File: src/rtl/bus_pkg.sv
// Shared bus definitions: response owner encoding and req/gnt/rvalid port bundles.
// Pure type/constant package, no logic.
package bus_pkg;

  localparam logic OWNER_INSTR = 1'b0;
  localparam logic OWNER_DATA  = 1'b1;

  typedef struct packed {
    logic        req;
    logic        we;
    logic [3:0]  be;
    logic [31:0] addr;
    logic [31:0] wdata;
  } bus_req_t;

  typedef struct packed {
    logic        gnt;
    logic        rvalid;
    logic [31:0] rdata;
  } bus_rsp_t;

endpackage

File: src/rtl/mem_arbiter.sv
// Shares one single-port RAM between fetch and data ports; grant is combinational, rvalid follows 1 cycle later.
// A losing port is simply not granted; ARB_ROUND_ROBIN_EN swaps data-priority-with-run-limit for round-robin.
module mem_arbiter
  import bus_pkg::*;
#(
  parameter int MEM_AW       = 12,
  parameter int MAX_DATA_RUN = 4
) (
  input  logic              clk,
  input  logic              rst,
  input  logic              instr_req,
  input  logic [31:0]       instr_addr,
  output logic              instr_gnt,
  output logic              instr_rvalid,
  output logic [31:0]       instr_rdata,
  input  logic              data_req,
  input  logic              data_we,
  input  logic [3:0]        data_be,
  input  logic [31:0]       data_addr,
  input  logic [31:0]       data_wdata,
  output logic              data_gnt,
  output logic              data_rvalid,
  output logic [31:0]       data_rdata,
  output logic              mem_en,
  output logic [3:0]        mem_we,
  output logic [MEM_AW-1:0] mem_addr,
  output logic [31:0]       mem_wdata,
  input  logic [31:0]       mem_rdata
);

  logic contend;
  logic instr_prio;
  logic instr_win;
  logic data_win;
  logic rsp_vld;
  logic rsp_owner;

  assign contend = instr_req & data_req;

`ifdef ARB_ROUND_ROBIN_EN
  localparam int unused_max_run = MAX_DATA_RUN;

  logic rr_ptr;

  always_ff @(posedge clk) begin
    if (rst) begin
      rr_ptr <= OWNER_INSTR;
    end else if (contend) begin
      rr_ptr <= ~rr_ptr;
    end
  end

  assign instr_prio = (rr_ptr == OWNER_INSTR);
`else
  localparam int RUN_W = (MAX_DATA_RUN < 1) ? 1 : $clog2(MAX_DATA_RUN + 1);
  localparam logic [RUN_W-1:0] RUN_MAX = RUN_W'(MAX_DATA_RUN);

  logic [RUN_W-1:0] run_cnt;

  // Counts data grants that overtook a waiting fetch; saturates so fetch wins next.
  always_ff @(posedge clk) begin
    if (rst) begin
      run_cnt <= '0;
    end else if (!instr_req || instr_win) begin
      run_cnt <= '0;
    end else if (data_win && (run_cnt != RUN_MAX)) begin
      run_cnt <= run_cnt + RUN_W'(1);
    end
  end

  assign instr_prio = (run_cnt == RUN_MAX);
`endif

  always_comb begin
    instr_win = 1'b0;
    data_win  = 1'b0;
    if (!rst) begin
      if (contend) begin
        instr_win = instr_prio;
        data_win  = ~instr_prio;
      end else begin
        instr_win = instr_req;
        data_win  = data_req;
      end
    end
  end

  assign instr_gnt = instr_win;
  assign data_gnt  = data_win;
  assign mem_en    = instr_win | data_win;
  assign mem_addr  = data_win ? data_addr[MEM_AW+1:2] : instr_addr[MEM_AW+1:2];
  assign mem_we    = (data_win && data_we) ? data_be : 4'b0000;
  assign mem_wdata = data_wdata;

  // Byte offset and bits above the RAM size are ignored, so addresses alias.
  logic unused_addr_bits;
  assign unused_addr_bits = ^{instr_addr[31:MEM_AW+2], instr_addr[1:0],
                              data_addr[31:MEM_AW+2], data_addr[1:0]};

  always_ff @(posedge clk) begin
    if (rst) begin
      rsp_vld   <= 1'b0;
      rsp_owner <= OWNER_INSTR;
    end else begin
      rsp_vld <= mem_en;
      if (mem_en) begin
        rsp_owner <= data_win ? OWNER_DATA : OWNER_INSTR;
      end
    end
  end

  assign instr_rvalid = !rst && rsp_vld && (rsp_owner == OWNER_INSTR);
  assign data_rvalid  = !rst && rsp_vld && (rsp_owner == OWNER_DATA);
  assign instr_rdata  = instr_rvalid ? mem_rdata : 32'h0;
  assign data_rdata   = data_rvalid ? mem_rdata : 32'h0;

endmodule

File: config.mk
export PLATFORM = sky130hd
export DESIGN_NAME = mem_arbiter
export DESIGN_NICKNAME = d
export VERILOG_FILES = /design/src/rtl/bus_pkg.sv /design/src/rtl/mem_arbiter.sv
export SDC_FILE = /design/constraint.sdc
export NUM_CORES = 1
export LEC_CHECK = 0
export BUFFER_PORTS_ARGS = -buffer_cell sky130_fd_sc_hd__buf_2
export CAP_MARGIN = 10
export CORE_AREA = 2 2 99 101
export CTS_BUF_LIST = sky130_fd_sc_hd__clkbuf_16
export CTS_CLUSTER_SIZE = 8
export DETAILED_ROUTE_END_ITERATION = 8
export DIE_AREA = 0 0 101 103
export GPL_ROUTABILITY_DRIVEN = 0
export SKIP_LAST_GASP = 1
export SLEW_MARGIN = 20
export SYNTH_ARGS = -nofsm -noshare
export SYNTH_HDL_FRONTEND = slang
export SYNTH_SLANG_ARGS = --single-unit
File: constraint.sdc
create_clock -name clk -period 1.49 [get_ports clk]
set_clock_uncertainty 0.15 [all_clocks]
set_input_delay 0.2235 -clock clk [delete_from_list [all_inputs] [get_ports clk]]
set_output_delay 0.2235 -clock clk [all_outputs]
set_load 0.05 [all_outputs]
Word-level counts from Yosys, hierarchy flattened:

Index checks and enable logic that the tools add are counted.

* add/sub/neg operators: 1
* equal/unequal tests: 2
* mux-type cells: 9
* bitwise logic cells: 4
* reduce and logical (&&, ||, !) cells: 9

Operator list (number)
* 2-to-1 mux 32 bit: 2
* 2-to-1 mux 12 bit: 1
* logical AND 1 bit: 5
* 2-to-1 mux 1 bit: 5
* 2-to-1 mux 4 bit: 1
* adder 3 x 1 -> 3 bit (second input constant): 1
* == test 3 bit (second input constant): 1
* inequality test 3 bit (second input constant): 1
* logical NOT 1 bit: 2
* inverter 1 bit: 2
* OR reduction 2 bit: 1
* AND 1 bit: 1
* logical OR 1 bit: 1
* OR 1 bit: 1

* bits in registers: 5
* input port bits: 137
* output and inout bits: 117
* logic and storage cells: 28

Longest topological paths before layout:

* word-level depth: 6
* mapped depth: 6
* depth with buffers taken out: 6

Least setup slack after synthesis:

Ideal clock, no wire load.

* path type: reg2out
* start point: register run_cnt[0]
* end point: output port instr_gnt
* arrival time: 1733 ps
* required time: 1117 ps
* path slack: -617 ps
* stages on the path, launching flop included: 5
* buffers on the path: 0
* path through: dfxtp_1 inv_1 ha_1 nand2_1 a21boi_0

* cells in the longest elaborated chain, start to end: 3

RTL lines
* start, declared: line mem_arbiter.sv:58 `logic [RUN_W-1:0] run_cnt;`
* start signal, assigned: line mem_arbiter.sv:67 `run_cnt <= run_cnt + RUN_W'(1);`
* == test 3 bit: line mem_arbiter.sv:71 `assign instr_prio = (run_cnt == RUN_MAX);`
* 2-to-1 mux 1 bit: line mem_arbiter.sv:78 `if (contend) begin`
* 2-to-1 mux 1 bit: line mem_arbiter.sv:77 `if (!rst) begin`
* end, declared: line mem_arbiter.sv:13 `output logic instr_gnt,`

Every way passes these cells.

Worst setup path in the final report:

* start point: register run_cnt[1]
* end point: output port mem_addr[9]

* cells in the longest elaborated chain, start to end: 5

RTL lines
* == test 3 bit: line mem_arbiter.sv:71
* inverter 1 bit: line mem_arbiter.sv:80 `data_win = ~instr_prio;`
* 2-to-1 mux 1 bit: line mem_arbiter.sv:78
* 2-to-1 mux 1 bit: line mem_arbiter.sv:77
* 2-to-1 mux 12 bit: line mem_arbiter.sv:91 `assign mem_addr = data_win ? data_addr[MEM_AW+1:2] : instr_addr[MEM_AW+1:2];`
* end, declared: line mem_arbiter.sv:26 `output logic [MEM_AW-1:0] mem_addr,`

Every way passes these cells.

==> flow_summary.ini <==
[logic_synthesis]
synth_fp_nets = 288
muxShareOfSynthArea = 0.158
yosys.area.top_type = and2_1
synth_compound_area_frac = 0.0110
synth_top_area_share = 0.353
ys_ff_latch = 5
yosys.area_share.simple = 0.461
ys_top_cells_by_area = and2_1 (35%), buf_4 (21%), mux2_4 (12%)
yosys_warnings = 0
syn_avg_cell_area_sq_um = 7.61
synth_xor_xnor_area_share = 0
postSynthCellCount = 149
ys_types = 22
synth_seq_area_share = 0.0883
synth_top_family_by_area = simple AND/OR/NAND/NOR gates
syn_area_sq_mm = 0.00113
synth_adder_area_share = 0.0221

[setup_path]
worstPathArrival_ns = 1.61
crit_type = reg -> out
critPathCapture = mem_addr[9]
r2r_setup_slack_ns = 0.26
reg2reg_from = run_cnt[1]
startpoint = run_cnt[1]
start_kind = register
crit_path_max_fanout = 9
reg2regPathDepth = 7
timing.rr.end = run_cnt[2]
required_ns = 1.12
cp-end-kind = output port

[sta]
fmax_ghz = 0.505
finalSetupViolCount = 84
rsz0062_at_grt = yes
finalHoldViolCount = 0
setup_slack_ns = -0.490
period_needed_ns = 1.98
fin_crit_sh = 1.33
tightest_slew_ns = 0.256
slew_headroom = 0.831
slew_viol_final = 0

[drt]
ant_nets = 0
dr.pass1.iters = 4
wl_microns = 6070
dr.first_iter.drc_count = 22
drc = 0
avgViaCountPerCell = 3.83
wl_per_cell_microns = 14.7
vias = 1580

[min_path]
whs_path_depth = 3
worst_hold_path_type = in -> reg

[final_layout]
regArea_sq_um = 104
fillers = 906
multi_input_area_sq_um = 970
n_antenna_cell = 0
layout.cells.non_filler = 413
area_growth_pct = 197
layout.nets = 439
final_cell_area_sq_mm = 0.00336
layout-drive-gt1-share = 0.940

[cts]
cts_max_level = 1
cts-root-buf = clkbuf_16
cts_inserted_buffers = 3
clkTransAtPathRegs_ns = 0.03
cts_tree = yes
insertion_delay_ns = 0.23
cts_sinks = 5
cts_buffer_depth = 2

[power]
swShare = 0.378
p_clk_frac = 0.285
switchingPower_mw = 0.580
peakVddDrop_mv = 0.469
pwr_density_cell_mw_per_mm2 = 456
combPwrFrac = 0.621
power_frac_seq = 0.094
total_leakage_power_nw = 1.66
p_int_mw = 0.952

[job]
cap_violations = 0

[placement]
io_buffer_count = 149
placed_area_sq_mm = 0.00200
dp_hpwl_microns = 3800
dp_cells = 383

[floorplanning]
die_area_sq_mm = 0.0104
start_util = 0.120
core_sq_mm = 0.00946
io_pins = 254
rows = 36
fp.dieH_microns = 103
die_w_microns = 101

[grt]
grt_pass1_wl_microns = 8500
grt_max_degree = 10
antenna_found_initial = 0
grt_usage = 0.106
grt_pass1_vias = 1630
grt-ovfl-total = 0

[outcome]
violations = negative setup slack
outcome = finished, violations left
-- how the worst min path moves through the flow --
stage / from / to / slack [ns]
finish: instr_req / rsp_vld / 0.14
global route: instr_req / rsp_vld / 0.20
CTS: instr_req / rsp_vld / 0.15
detailed placement: data_wdata[20] / mem_wdata[20] / 0.30
global placement: data_wdata[20] / mem_wdata[20] / 0.30
floorplan: rst / rsp_vld / 0.15
-- metal layers --
metal / GRT usage / wire length [microns] / vias up
li1: - / - / 733
met1: 0.106 / 2010 / 754
met2: 0.208 / 3470 / 81
met3: 0.0393 / 508 / 12
met4: 0.0218 / 78 / 0
met5: 0 / 0 / -
-- through the flow --
step           setup TNS (ns)   util  worst slack [ns]  power (mW)  hold slack, ns
3_5_place_dp           -12.41  0.211            -0.347       0.784           0.297
6_report               -27.89  0.355            -0.490        1.53           0.144
5_1_grt                -32.60  0.355            -0.558        1.60           0.201
3_3_place_gp           -10.22  0.211            -0.288       0.774           0.297
2_1_floorplan           -2.96      -            -0.173       0.815           0.146
4_1_cts                -29.68  0.358            -0.483        1.54           0.147
-- critical path, stage by stage (launching register included) --
cell	delay, ns
dfxtp_2	0.33
inv_2	0.04
ha_4	0.16
nand3_4	0.08
nand3b_4	0.13
buf_12	0.17
mux2_4	0.30
buf_6	0.15
-- cell type report --
| cell class | instances | share of cell area |
|---|---|---|
| repair buffers | 185 | 0.609 |
| clock buffers | 3 | 0.0223 |
| well taps | 114 | 0.0424 |
| clock inverters | 1 | 0.00112 |
| multi-input cells | 101 | 0.288 |
| inverters | 4 | 0.00558 |
| flip-flops and latches | 5 | 0.0309 |
-- state kept, by name, indices dropped and copies added (netlist names) --
name       flops
rsp_vld        1
rsp_owner      1
run_cnt        3
-- cell families after synthesis --
kind of cell	Yosys count
AOI/OAI and AO/OA	2
adders and majority gates	2
buffers and inverters	43
DFF	5
muxes	13
and+or+nand+nor	84
-- power groups by stage --
stage / sequential (mW) / combinational (mW) / clock [mW]
global placement: 0.147 / 0.627 / 0
finish: 0.145 / 0.951 / 0.436
CTS: 0.145 / 0.955 / 0.442
global route: 0.145 / 0.994 / 0.455
floorplan: 0.145 / 0.670 / 0
detailed placement: 0.147 / 0.637 / 0
-- synth_stat cells --
library cell,number
o21ai_0,1
inv_1,4
and3_1,4
nand3_1,2
buf_2,4
and3b_1,1
clkbuf_1,2
buf_4,32
nand2_1,2
ha_1,2
a21boi_0,1
nor2_1,7
mux2_4,9
nand3b_4,1
buf_6,1
dfxtp_1,5
nor2b_1,1
mux2i_1,1
nand2b_1,1
nor3b_2,1
and2_1,64
mux2_2,3
-- placed cells by master (no fill, tap or decap), types with 2 or more instances in the layout --
master	n
inv_2	2
inv_1	2
clkbuf_16	3
buf_16	5
nor2_1	7
buf_4	11
dfxtp_2	3
mux2_4	12
buf_6	25
and2_4	60
dfxtp_1	2
buf_12	7
and3_4	4
buf_2	65
buf_8	72
and2_2	4
-- repair_timing --
action,4_1_cts,5_1_grt
pin swaps,61,7
hold endpoints to repair,0,0
hold buffers,0,0
gates resized for setup,297,20
buffers inserted,20,7
endpoints found under the setup margin,84,87
gates cloned,8,0
Note: power is estimated with default switching activity, not from simulation.
